`src/rtl/multi_click.sv`:
```
`default_nettype none
// ============================================================================
// Module      : multi_click
// Description : Multi-channel push-button gesture detector. Each channel
//               synchronises and debounces a raw button, counts the clicks
//               of a burst and reports either a completed burst
//               (click_valid + click_count) or a long press (long_press).
//               Channels share no state.
//
// Ports       : clk          system clock, all logic on the rising edge
//               rst          asynchronous active-high reset
//               button       [CHANNELS] raw button levels, 1 = pressed
//               click_valid  [CHANNELS] one-cycle pulse, burst completed
//               long_press   [CHANNELS] one-cycle pulse, press held TMAX cycles
//               click_count  [CHANNELS*CNT_WIDTH] last reported count,
//                            channel i at [i*CNT_WIDTH +: CNT_WIDTH]
//               busy         [CHANNELS] channel gesture FSM not idle
//
// Revision    : 1.0  initial release
// ============================================================================
module multi_click #(
    parameter int CHANNELS        = 2,
    parameter int WAIT_WIDTH      = 4,
    parameter int DEBOUNCE_CYCLES = 2,
    parameter int CNT_WIDTH       = 2
) (
    input  logic                          clk,
    input  logic                          rst,
    input  logic [CHANNELS-1:0]           button,
    output logic [CHANNELS-1:0]           click_valid,
    output logic [CHANNELS-1:0]           long_press,
    output logic [CHANNELS*CNT_WIDTH-1:0] click_count,
    output logic [CHANNELS-1:0]           busy
);

    // Timer terminal value (TMAX) and click counter saturation value.
    localparam logic [WAIT_WIDTH-1:0] c_tmax = '1;
    localparam logic [CNT_WIDTH-1:0]  c_nmax = '1;

    // Gesture FSM encoding.
    localparam logic [1:0] c_st_idle  = 2'd0;
    localparam logic [1:0] c_st_press = 2'd1;
    localparam logic [1:0] c_st_hold  = 2'd2;
    localparam logic [1:0] c_st_gap   = 2'd3;

    generate
        for (genvar gi = 0; gi < CHANNELS; gi++) begin : g_chan

            // ------------------------------------------------------------
            // Two-flop synchroniser
            // ------------------------------------------------------------
            logic r_sync1;
            logic r_sync2;
            logic w_deb;

            always_ff @(posedge clk or posedge rst) begin
                if (rst) begin
                    r_sync1 <= 1'b0;
                    r_sync2 <= 1'b0;
                end else begin
                    r_sync1 <= button[gi];
                    r_sync2 <= r_sync1;
                end
            end

            // ------------------------------------------------------------
            // Debounce: the stored level follows the synchronised level
            // only after it has differed for DEBOUNCE_CYCLES consecutive
            // cycles. Any agreeing cycle restarts the count.
            // ------------------------------------------------------------
            if (DEBOUNCE_CYCLES == 0) begin : g_bypass
                assign w_deb = r_sync2;
            end else begin : g_debounce
                localparam int c_dw = $clog2(DEBOUNCE_CYCLES + 1);
                localparam logic [c_dw-1:0] c_last = c_dw'(DEBOUNCE_CYCLES - 1);

                logic [c_dw-1:0] r_cnt;
                logic            r_level;

                always_ff @(posedge clk or posedge rst) begin
                    if (rst) begin
                        r_cnt   <= '0;
                        r_level <= 1'b0;
                    end else if (r_sync2 == r_level) begin
                        r_cnt <= '0;
                    end else if (r_cnt == c_last) begin
                        // This cycle is the DEBOUNCE_CYCLES-th differing one.
                        r_level <= r_sync2;
                        r_cnt   <= '0;
                    end else begin
                        r_cnt <= r_cnt + 1'b1;
                    end
                end

                assign w_deb = r_level;
            end

            // ------------------------------------------------------------
            // Gesture FSM: one shared timer for press length and gap length
            // ------------------------------------------------------------
            logic [1:0]            r_state;
            logic [1:0]            w_state_nxt;
            logic [WAIT_WIDTH-1:0] r_t;
            logic [WAIT_WIDTH-1:0] w_t_nxt;
            logic [CNT_WIDTH-1:0]  r_n;
            logic [CNT_WIDTH-1:0]  w_n_nxt;
            logic [CNT_WIDTH-1:0]  r_last;
            logic                  w_click;
            logic                  w_long;

            always_ff @(posedge clk or posedge rst) begin
                if (rst) begin
                    r_state <= c_st_idle;
                    r_t     <= '0;
                    r_n     <= '0;
                end else begin
                    r_state <= w_state_nxt;
                    r_t     <= w_t_nxt;
                    r_n     <= w_n_nxt;
                end
            end

            // Pulses are decoded from the transition itself so that they
            // appear in the same cycle the timer expires; a level edge seen
            // in that cycle takes priority over the expiry.
            always_comb begin
                w_state_nxt = r_state;
                w_t_nxt     = r_t;
                w_n_nxt     = r_n;
                w_click     = 1'b0;
                w_long      = 1'b0;
                case (r_state)
                    c_st_idle: begin
                        if (w_deb) begin
                            w_state_nxt = c_st_press;
                            w_t_nxt     = '0;
                            w_n_nxt     = '0;
                        end
                    end
                    c_st_press: begin
                        if (!w_deb) begin
                            w_state_nxt = c_st_gap;
                            w_t_nxt     = '0;
                            w_n_nxt     = (r_n == c_nmax) ? r_n : r_n + 1'b1;
                        end else if (r_t == c_tmax) begin
                            w_state_nxt = c_st_hold;
                            w_long      = 1'b1;
                        end else begin
                            w_t_nxt = r_t + 1'b1;
                        end
                    end
                    c_st_hold: begin
                        // Timer frozen; wait for release, burst is dropped.
                        if (!w_deb) begin
                            w_state_nxt = c_st_idle;
                        end
                    end
                    c_st_gap: begin
                        if (w_deb) begin
                            w_state_nxt = c_st_press;
                            w_t_nxt     = '0;
                        end else if (r_t == c_tmax) begin
                            w_state_nxt = c_st_idle;
                            w_click     = 1'b1;
                        end else begin
                            w_t_nxt = r_t + 1'b1;
                        end
                    end
                    default: begin
                        w_state_nxt = c_st_idle;
                    end
                endcase
            end

            // Reported count: shows the live count during the pulse cycle
            // and holds it afterwards.
            always_ff @(posedge clk or posedge rst) begin
                if (rst) begin
                    r_last <= '0;
                end else if (w_click || w_long) begin
                    r_last <= r_n;
                end
            end

            assign click_valid[gi] = w_click;
            assign long_press[gi]  = w_long;
            assign busy[gi]        = (r_state != c_st_idle);
            assign click_count[gi*CNT_WIDTH +: CNT_WIDTH] =
                (w_click || w_long) ? r_n : r_last;
        end
    endgenerate

endmodule
`default_nettype wire
```
`config.mk`:
```
export PLATFORM = sky130hd
export DESIGN_NAME = multi_click
export DESIGN_NICKNAME = d
export VERILOG_FILES = /design/src/rtl/multi_click.sv
export SDC_FILE = /design/constraint.sdc
export NUM_CORES = 1
export LEC_CHECK = 0
export BUFFER_PORTS_ARGS = -buffer_cell sky130_fd_sc_hd__buf_2
export CORE_MARGIN = 2
export CORE_UTILIZATION = 52
export CTS_CLUSTER_SIZE = 24
export DETAILED_ROUTE_END_ITERATION = 7
export MAX_ROUTING_LAYER = met4
export PLACE_DENSITY_LB_ADDON = 0.3
export SETUP_SLACK_MARGIN = 0.02
export SYNTH_ARGS = -nofsm -noshare
export SYNTH_HDL_FRONTEND = slang
export SYNTH_SLANG_ARGS = --single-unit
```
`constraint.sdc`:
```
create_clock -name clk -period 1.5 [get_ports clk]
set_input_delay 0.3 -clock clk [delete_from_list [all_inputs] [get_ports clk]]
set_output_delay 0.3 -clock clk [all_outputs]
set_load 0.05 [all_outputs]
```
== Word level (Yosys, flattened, before mapping) ==
Cells that the tools add are included.
Widths: inputs -> output; s select.

* Bits of input ports: 4
* Output and inout bits: 10
* Logic and storage cells: 116
* Register bits: 30

* Add/subtract/negate cells: 6
* Eq/ne operators: 26
* Bitwise gates (word level): 2
* Reductions and logical operators: 18
* Muxes and demuxes: 48

{| class="wikitable"
|+ Operator list
! cell !! count
|-
| $mux 2 || 24
|-
| $mux 4 || 8
|-
| $pmux 4 s3 || 2
|-
| $ne 2x2->1 const B || 8
|-
| $pmux 2 s4 || 2
|-
| $reduce_and 4->1 || 4
|-
| $eq 2x2->1 const B || 6
|-
| $ne 3x3->1 const B || 4
|-
| $mux 1 || 10
|-
| $add 2x1->2 const B || 4
|-
| $add 4x1->4 const B || 2
|-
| $eq 2x1->1 const B || 4
|-
| $eq 4x4->1 const B || 2
|-
| $pmux 2 s2 || 2
|-
| $reduce_and 2->1 || 4
|-
| $reduce_bool 2->1 || 4
|-
| $reduce_bool 3->1 || 2
|-
| $logic_not 2->1 || 2
|-
| $eq 1x1->1 || 2
|-
| $logic_or 1x1->1 || 2
|-
| $not 1->1 || 2
|}

== Logic depth before layout (Yosys ltp) ==
Gate-level depths: netlist (run 1).

* Depth in word-level cells: 6
* Depth in mapped cells: 4
* Mapped depth without buffers: 4

== Worst setup path after synthesis (run 1) ==
No wires, ideal clock.

* Path type: register to output
* Start point: register g_chan[1].r_t[0]
* End point: output click_count[2]
* Buffers on the path: 0
* Path slack: -0.214 ns
* Stages on the path, launching flop included: 5
* Arrival: 1.414 ns
* Data required time: 1.200 ns
* Cells stage by stage: dfrtp_1 ha_1 and3_4 and3_1 mux2_2

* Longest elaborated chain between the ends: 6
* Elaborated cells between the ends (all ways): 8
* Those cells by class: eq/ne: 1; mux: 6; reduce/logical: 1

{| class="wikitable"
|+ RTL lines
! element !! RTL line !! source
|-
| start, declared || 103 || <nowiki>logic [WAIT_WIDTH-1:0] r_t;</nowiki>
|-
| start signal, assigned || 118 || <nowiki>r_t <= w_t_nxt;</nowiki>
|-
| $eq 4x4->1 * || 145, 162 ||
|-
| $mux 1 * || 145, 162 ||
|-
| $mux 1, on equally long branches || 159, 141 ||
|-
| $mux 1 || 132 || <nowiki>case (r_state)</nowiki>
|-
| $logic_or 1x1->1 * || 189 || <nowiki>(w_click || w_long) ? r_n : r_last;</nowiki>
|-
| $mux 2 * || - ||
|-
| end, declared || 32 || <nowiki>output logic [CHANNELS*CNT_WIDTH-1:0] click_count,</nowiki>
|}

Mark *: on every way between the ends. The rest lies on a longest branch, timed or not.

== Worst setup path in the final report (run 1) ==
* Start point: register g_chan[1].r_t[1]
* End point: output click_count[3]

Same word-level chain as after synthesis.

==> results.yml, run 1 <==
sta:
  report.final.setup_viol: 10
  hold_viol_final: 0
  final.setup.worst_slack_ns: -0.584
  slew-limit-headroom_pct: 71.9
  clock.fmax_mhz: 480
  period_share_pct: 139
  timing.final.crit_period_ns: 2.08
  unrepaired_setup_endpoints_after_global_routing: "true"
  final.setup_skew_ns: 0.0232
  finalMaxSlewViolations: 0
  max_slew.worst_pin.slew_ns: 0.421
drt:
  route.layer.met1.wl_microns: 1550
  vias_per_cell: 5.72
  detail-route-antenna-nets: 0
  topRoutingLayerUsed: "met4"
  first_drt_pass_iteration_count: 6
  met2_wirelength_microns: 1850
  drt-initial-drc-count: 44
  drt_wl_total_microns: 3650
  vias: 1259
  met3_length_microns: 181
  routed_wire_length_per_instance_microns: 16.6
  route.detailed.drc: 2
critical_path:
  critical-path-max-stage-delay_ns: 0.44
  crit_path_end_kind: "output pin"
  rr_worst_depth: 5
  critical_path.cell_chain: "ha_4 -> and3_4 -> and3_4 -> mux2_4 -> buf_8"
  reg2reg_slack_ns: 0.02
  critical_path_peak_fanout: 2
  setup.worst_path.class: "reg2out"
  worst_r2r_endpoint: "g_chan[0].r_last[1]$_DFF_PP0_"
  worst-endpoint-required_ns: 1.20
  critPathMostFrequentCell: "and3_4"
  timing.rr.start: "g_chan[0].r_t[1]$_DFFE_PP0P_"
  startpoint_type: "flip-flop"
  arrival_ns: 1.78
  crit_slowest_cell: "dfrtp_1"
cts:
  path_clk_slew_ns: 0.11
  clock_tree.htree_level_count: 2
  tritoncts_num_sinks: 30
  inserted_clock_buffers: 5
  clk-insertion-delay-late_ns: 0.36
  cts_tree: "done"
  clock_tree.buffer_depth: 2
  cts_root_buf: "clkbuf_4"
global_route:
  grt_remaining_overflow: 0
  grt_pass1_vias: 1289
  antenna_found_initial: 0
  groute.usage.overall_pct: 24.8
  grt_max_degree: 23
  grt_first_pass_wirelength_microns: 6020
placement:
  dp_hpwl_microns: 2340
  placed_cells: 198
  globalplace.congestion: 0.831
  buffer_ports.inserted: 13
synth:
  yosys_warnings: 0
  ys_ff_latch: 30
  synthesis.area_per_instance_sq_um: 11.2
  synth_seq_area_share_pct: 48.4
  post_synth_edffs: 0
  synthCells: 139
  yosysUniqueCellTypes: 46
  synth_ff_type: "dfrtp_1"
  post-synth-top-area-cell: "dfrtp_1"
  synth_area_sq_um: 1550
  postSynthNetCount: 147
  post_synth_main_area_contributors: "dfrtp_1, mux2_2, buf_4"
  synth_async_sr_flop_share_pct: 100
  area_share_of_the_leading_cell_type_in_the_synthesized_netlist_pct: 48.4
layout:
  post_route_cells_drive_above_1_share_pct: 47.6
  area_delta_synth_final_pct: 41.2
  layout.cells.most_common_list: "dfrtp_1, buf_4, buf_6"
  design.final.nets: 196
  post_layout_nonfiller_instances: 220
  diodes: 0
  fin_util_pct: 78.1
power:
  power.static_leakage_nw: 1.01
  cellPowerDensity_nw_per_um2: 1670
  peakVddDrop_v: 0.000855
floorplanning:
  dieArea_sq_um: 3440
  die_width_microns: 58.6
  io-pin-count: 14
  starting_density_of_the_core_pct: 55.3
  fp.dieH_microns: 58.6
  rows: 19
  core-area_sq_um: 2810
min_path:
  min-delay-path-class: "in2reg"
  timing.hold.worst.start: "button[1]"
  min_to: "g_chan[1].r_sync1$_DFF_PP0_"
  min_path_cells: 1
run_status:
  outcome: "finished, violations left"
  violations: "DRC, setup timing"
flow_run:
  max-cap-violations: 0
-- worst max path at each step --
stage                           endpoint                    startpoint  cells past startpoint
final                     click_count[3]  g_chan[1].r_t[1]$_DFFE_PP0P_                      5
after CTS                 click_count[3]  g_chan[1].r_t[1]$_DFFE_PP0P_                      5
after detailed placement  click_count[3]  g_chan[1].r_t[1]$_DFFE_PP0P_                      5
after global routing      click_count[3]  g_chan[1].r_t[1]$_DFFE_PP0P_                      5
after global placement    click_count[3]  g_chan[1].r_t[1]$_DFFE_PP0P_                      5
after floorplan           click_count[2]  g_chan[1].r_t[0]$_DFFE_PP0P_                      4
-- area by class of cell --
cell class	instances	area, sq um
multi-input cells	94	837
inverters	5	18.8
clock inverters	1	5.00
flip-flops and latches	30	752
well taps	31	38.8
repair buffers	52	484
fillers	163	614
clock buffers	7	55.1
-- report_power, final --
part | internal (W) | total [W] | switching, W
clock network | 0.000227 | 0.000527 | 0.000301
registers | 0.00103 | 0.00123 | 0.000204
logic | 0.00103 | 0.00190 | 0.000871
total | 0.00229 | 0.00366 | 0.00138
-- synthesized netlist by cell type (4+ instances only) --
master and n:
mux2_2 7, nor3b_1 4, nand2b_1 6, buf_4 8
dfrtp_1 30, ha_1 4, inv_1 5, nand3_1 5
nor2_1 8, o21ai_0 4, a21oi_1 10
-- logic make-up (layout without fill, tap and decap cells) --
logic type,count (synthesis),in the layout,share of synthesized area [%]
fa+ha+maj,4,4,3.23
compound gates,33,33,16.0
xor+xnor,5,5,3.31
buf+inv,15,65,5.73
flops,30,30,48.4
mux,8,8,5.73
simple gates,44,44,17.6
-- worst max-delay path: cells and delay by family (launching register included) --
family / cells / cell delay (ns)
fa+ha+maj: 1 / 0.17
buf+inv: 1 / 0.15
flops: 1 / 0.44
mux: 1 / 0.31
simple gates: 2 / 0.36
-- metrics by stage --
step / power (W) / setup slack, ns / hold WS [ns] / TNS (ns) / instance area [sq um]
final: 0.00366 / -0.584 / 0.0644 / -3.90 / 2190
after global routing: 0.00391 / -0.624 / 0.0315 / -4.47 / 2190
after detailed placement: 0.00282 / -0.243 / 0.304 / -1.16 / 1830
after CTS: 0.00359 / -0.562 / 0.0578 / -3.86 / 2100
after floorplan: 0.00229 / -0.107 / 0.331 / -0.393 / 1600
after global placement: 0.00269 / -0.198 / 0.298 / -0.798 / 1830
-- registers in the layout (all words and copies together), names as in the netlist --
register                   cells
g_chan.r_n                     4
g_chan.g_debounce.r_level      2
g_chan.g_debounce.r_cnt        4
g_chan.r_last                  4
g_chan.r_sync2                 2
g_chan.r_t                     8
g_chan.r_state                 4
g_chan.r_sync1                 2
-- routing by layer --
layer | global-route usage, % | up-vias
li1 | - | 601
met1 | 28.4 | 619
met2 | 40.9 | 30
met3 | 8.35 | 9
met4 | 8.44 | 0
met5 | - | -
-- timing repair --
item / 4_1_cts / 5_1_grt
setup buffers: 10 / 8
hold buffers: 1 / 0
pin swaps: 12 / 4
hold endpoints to repair: 8 / 0
endpoints found under the setup margin: 12 / 15
gates cloned: 0 / 0
gates resized for setup: 38 / 12
No activity file was read; power rests on OpenSTA's default activity.
==> inputs of run 2 (changes only) <==
ABC_AREA = 1   (was unset)
==> results.yml, run 2 <==
drt:
  drt-initial-drc-count: 73
  route.detailed.drc: 0
  vias: 1414
  detail-route-antenna-nets: 0
  first_drt_pass_iteration_count: 4
  routed_wire_length_per_instance_microns: 14.2
  drt_wl_total_microns: 3800
  vias_per_cell: 5.30
sta:
  timing.final.crit_period_ns: 1.84
  unrepaired_setup_endpoints_after_global_routing: "true"
  report.final.setup_viol: 9
  max_slew.worst_pin.slew_ns: 0.372
  clock.fmax_mhz: 543
  slew-limit-headroom_pct: 75.2
  period_share_pct: 123
  finalMaxSlewViolations: 0
  final.setup_skew_ns: 0.0149
  hold_viol_final: 0
  final.setup.worst_slack_ns: -0.343
global_route:
  grt_pass1_vias: 1472
  grt_first_pass_wirelength_microns: 5860
  grt_max_degree: 31
  groute.usage.overall_pct: 23.9
  antenna_found_initial: 0
  grt_remaining_overflow: 0
synth:
  synthesis.area_per_instance_sq_um: 8.19
  synth_area_sq_um: 1500
  post_synth_edffs: 0
  synth_async_sr_flop_share_pct: 100
  post-synth-top-area-cell: "dfrtp_1"
  synthMostInstantiatedCell: "nand2_1"
  synth_seq_area_share_pct: 50.1
  yosysUniqueCellTypes: 23
  synthCells: 183
  ys_ff_latch: 30
  area_share_of_the_leading_cell_type_in_the_synthesized_netlist_pct: 50.1
  postSynthNetCount: 191
  yosys_warnings: 0
  synth_ff_type: "dfrtp_1"
  post_synth_main_area_contributors: "dfrtp_1, nand2_1, inv_1"
  synth_common_cells: "nand2_1, dfrtp_1, inv_1"
layout:
  fin_util_pct: 77.3
  post_route_cells_drive_above_1_share_pct: 42.4
  top_register: "g_chan.r_t"
  diodes: 0
  layout.cells.most_common: "nand2_1"
  seq_area_sq_um: 757
  largest_reg_flops: 8
  area_delta_synth_final_pct: 42.2
  layout.cell_area.non_filler_sq_um: 2130
  multiInputGateArea_sq_um: 737
  design.final.nets: 243
  layout.cells.most_common_list: "nand2_1, buf_4, dfrtp_1"
  layout.filler_cells: 179
placement:
  globalplace.congestion: 0.961
  dp_hpwl_microns: 2340
  detailed_place.area_sq_um: 1740
  post-place-ws_ns: -0.0517
  buffer_ports.inserted: 13
critical_path:
  worst_r2r_endpoint: "g_chan[0].r_state[1]$_DFFE_PP0P_"
  reg2reg_slack_ns: 0.14
  critical_path.cell_chain: "ha_4 -> nand2_4 -> nor2_4 -> nand2_2 -> nand2_2 -> nand2_2 -> buf_8"
  path_buf_inv: 1
  critical_path_peak_fanout: 4
  crit_path_end_kind: "output pin"
  rr_worst_depth: 9
  crit_family: "simple AND/OR/NAND/NOR gates"
  startpoint_type: "flip-flop"
  worst-endpoint-required_ns: 1.20
  crit_slowest_cell: "dfrtp_1"
  timing.rr.start: "g_chan[0].r_t[1]$_DFFE_PP0P_"
  arrival_ns: 1.54
  critical-path-max-stage-delay_ns: 0.41
  setup.worst_path.class: "reg2out"
  critPathMostFrequentCell: "nand2_2"
cts:
  cts_root_buf: "clkbuf_4"
  clock_tree.buffer_depth: 2
  tritoncts_num_sinks: 30
  path_clk_slew_ns: 0.10
  cts_tree: "done"
  inserted_clock_buffers: 5
  clock_tree.htree_level_count: 2
  clk-insertion-delay-late_ns: 0.33
  holdBufCountCts: 0
power:
  combinationalPowerShare_pct: 49.3
  cellPowerDensity_nw_per_um2: 1620
  switching_share_pct: 41.7
  netSwitchingPower_w: 0.00143
  cell_internal_pwr_w: 0.00201
  peakVddDrop_v: 0.00167
  sequentialPowerShare_pct: 36.2
  power.static_leakage_nw: 1.10
  clock_power_share_pct: 14.5
run_status:
  outcome: "finished, violations left"
  violations: "setup timing"
floorplanning:
  die_width_microns: 57.7
  rows: 19
  core-area_sq_um: 2760
  io-pin-count: 14
  dieArea_sq_um: 3330
  starting_density_of_the_core_pct: 54.4
  fp.dieH_microns: 57.7
flow_run:
  max-cap-violations: 0
min_path:
  min-delay-path-class: "in2async"
==> run 2: worst max-delay path by stage <==
stage | startpoint | end | slack [ns] | depth (start not counted)
6_report | g_chan[1].r_t[0]$_DFFE_PP0P_ | click_count[2] | -0.34 | 7
5_1_grt | g_chan[0].r_t[0]$_DFFE_PP0P_ | click_count[1] | -0.41 | 7
4_1_cts | g_chan[0].r_t[1]$_DFFE_PP0P_ | click_count[1] | -0.31 | 7
3_5_place_dp | g_chan[1].r_t[0]$_DFFE_PP0P_ | click_count[3] | -0.05 | 6
3_3_place_gp | g_chan[1].r_t[0]$_DFFE_PP0P_ | click_count[2] | -0.002 | 6
2_1_floorplan | g_chan[1].r_t[0]$_DFFE_PP0P_ | click_count[2] | 0.03 | 5
==> run 2: repair_timing <==
item / 4_1_cts / 5_1_grt
resized for setup: 45 / 22
pin swaps: 7 / 5
buffers inserted: 9 / 8
setup endpoints to repair: 10 / 13
==> run 2: power groups by stage <==
stage / Clock (W) / Sequential [W] / Combinational [W]
floorplan: 0 / 0.00119 / 0.000855
global placement: 0 / 0.00119 / 0.00130
detailed placement: 0 / 0.00120 / 0.00138
CTS: 0.000514 / 0.00121 / 0.00155
global route: 0.000536 / 0.00128 / 0.00189
finish: 0.000500 / 0.00125 / 0.00170
==> run 2: logic make-up (layout without fill, tap and decap cells) <==
| logic type | after synthesis | after routing | synth area share [%] |
|---|---|---|---|
| adders and majority gates | 4 | 4 | 3.34 |
| and+or+nand+nor | 93 | 93 | 27.5 |
| muxes | 1 | 1 | 0.668 |
| DFF | 30 | 30 | 50.1 |
| buffers and inverters | 30 | 83 | 8.60 |
| AOI/OAI and AO/OA | 23 | 23 | 8.60 |
| xor gates and xnor gates | 2 | 2 | 1.17 |
==> run 2: stage by stage <==
stage	TNS (ns)	total power, W	std cells	hold WS [ns]
after global placement	-0.00514	0.00249	243	0.333
after detailed placement	-0.187	0.00259	243	0.337
after global routing	-2.73	0.00370	267	0.0632
after floorplan	0	0.00205	183	0.331
after CTS	-2.05	0.00327	260	0.0286
final	-2.21	0.00344	267	0.0257
==> run 2: cell type report <==
cell class                 count  area share (%)
sequential                    30            35.5
inverter                      25            4.52
multi-input combinational    123            34.6
clock buffer                   7            2.58
timing repair buffer          50            20.8
tap                           31            1.82
clock inverter                 1           0.235
==> run 2: metal layers <==
metal | vias to the layer above | part of all wire [%] | global-route usage [%]
li1 | 678 | - | -
met5 | - | 0 | -
met3 | 19 | 4.6 | 6.70
met4 | 0 | 4.0 | 13.0
met2 | 44 | 55 | 44.3
met1 | 673 | 36 | 21.5
==> run 2: tightest hold or removal path, cell delays in order <==
cell and delay, ns:
buf_2 0.09, inv_1 0.04, buf_4 0.34
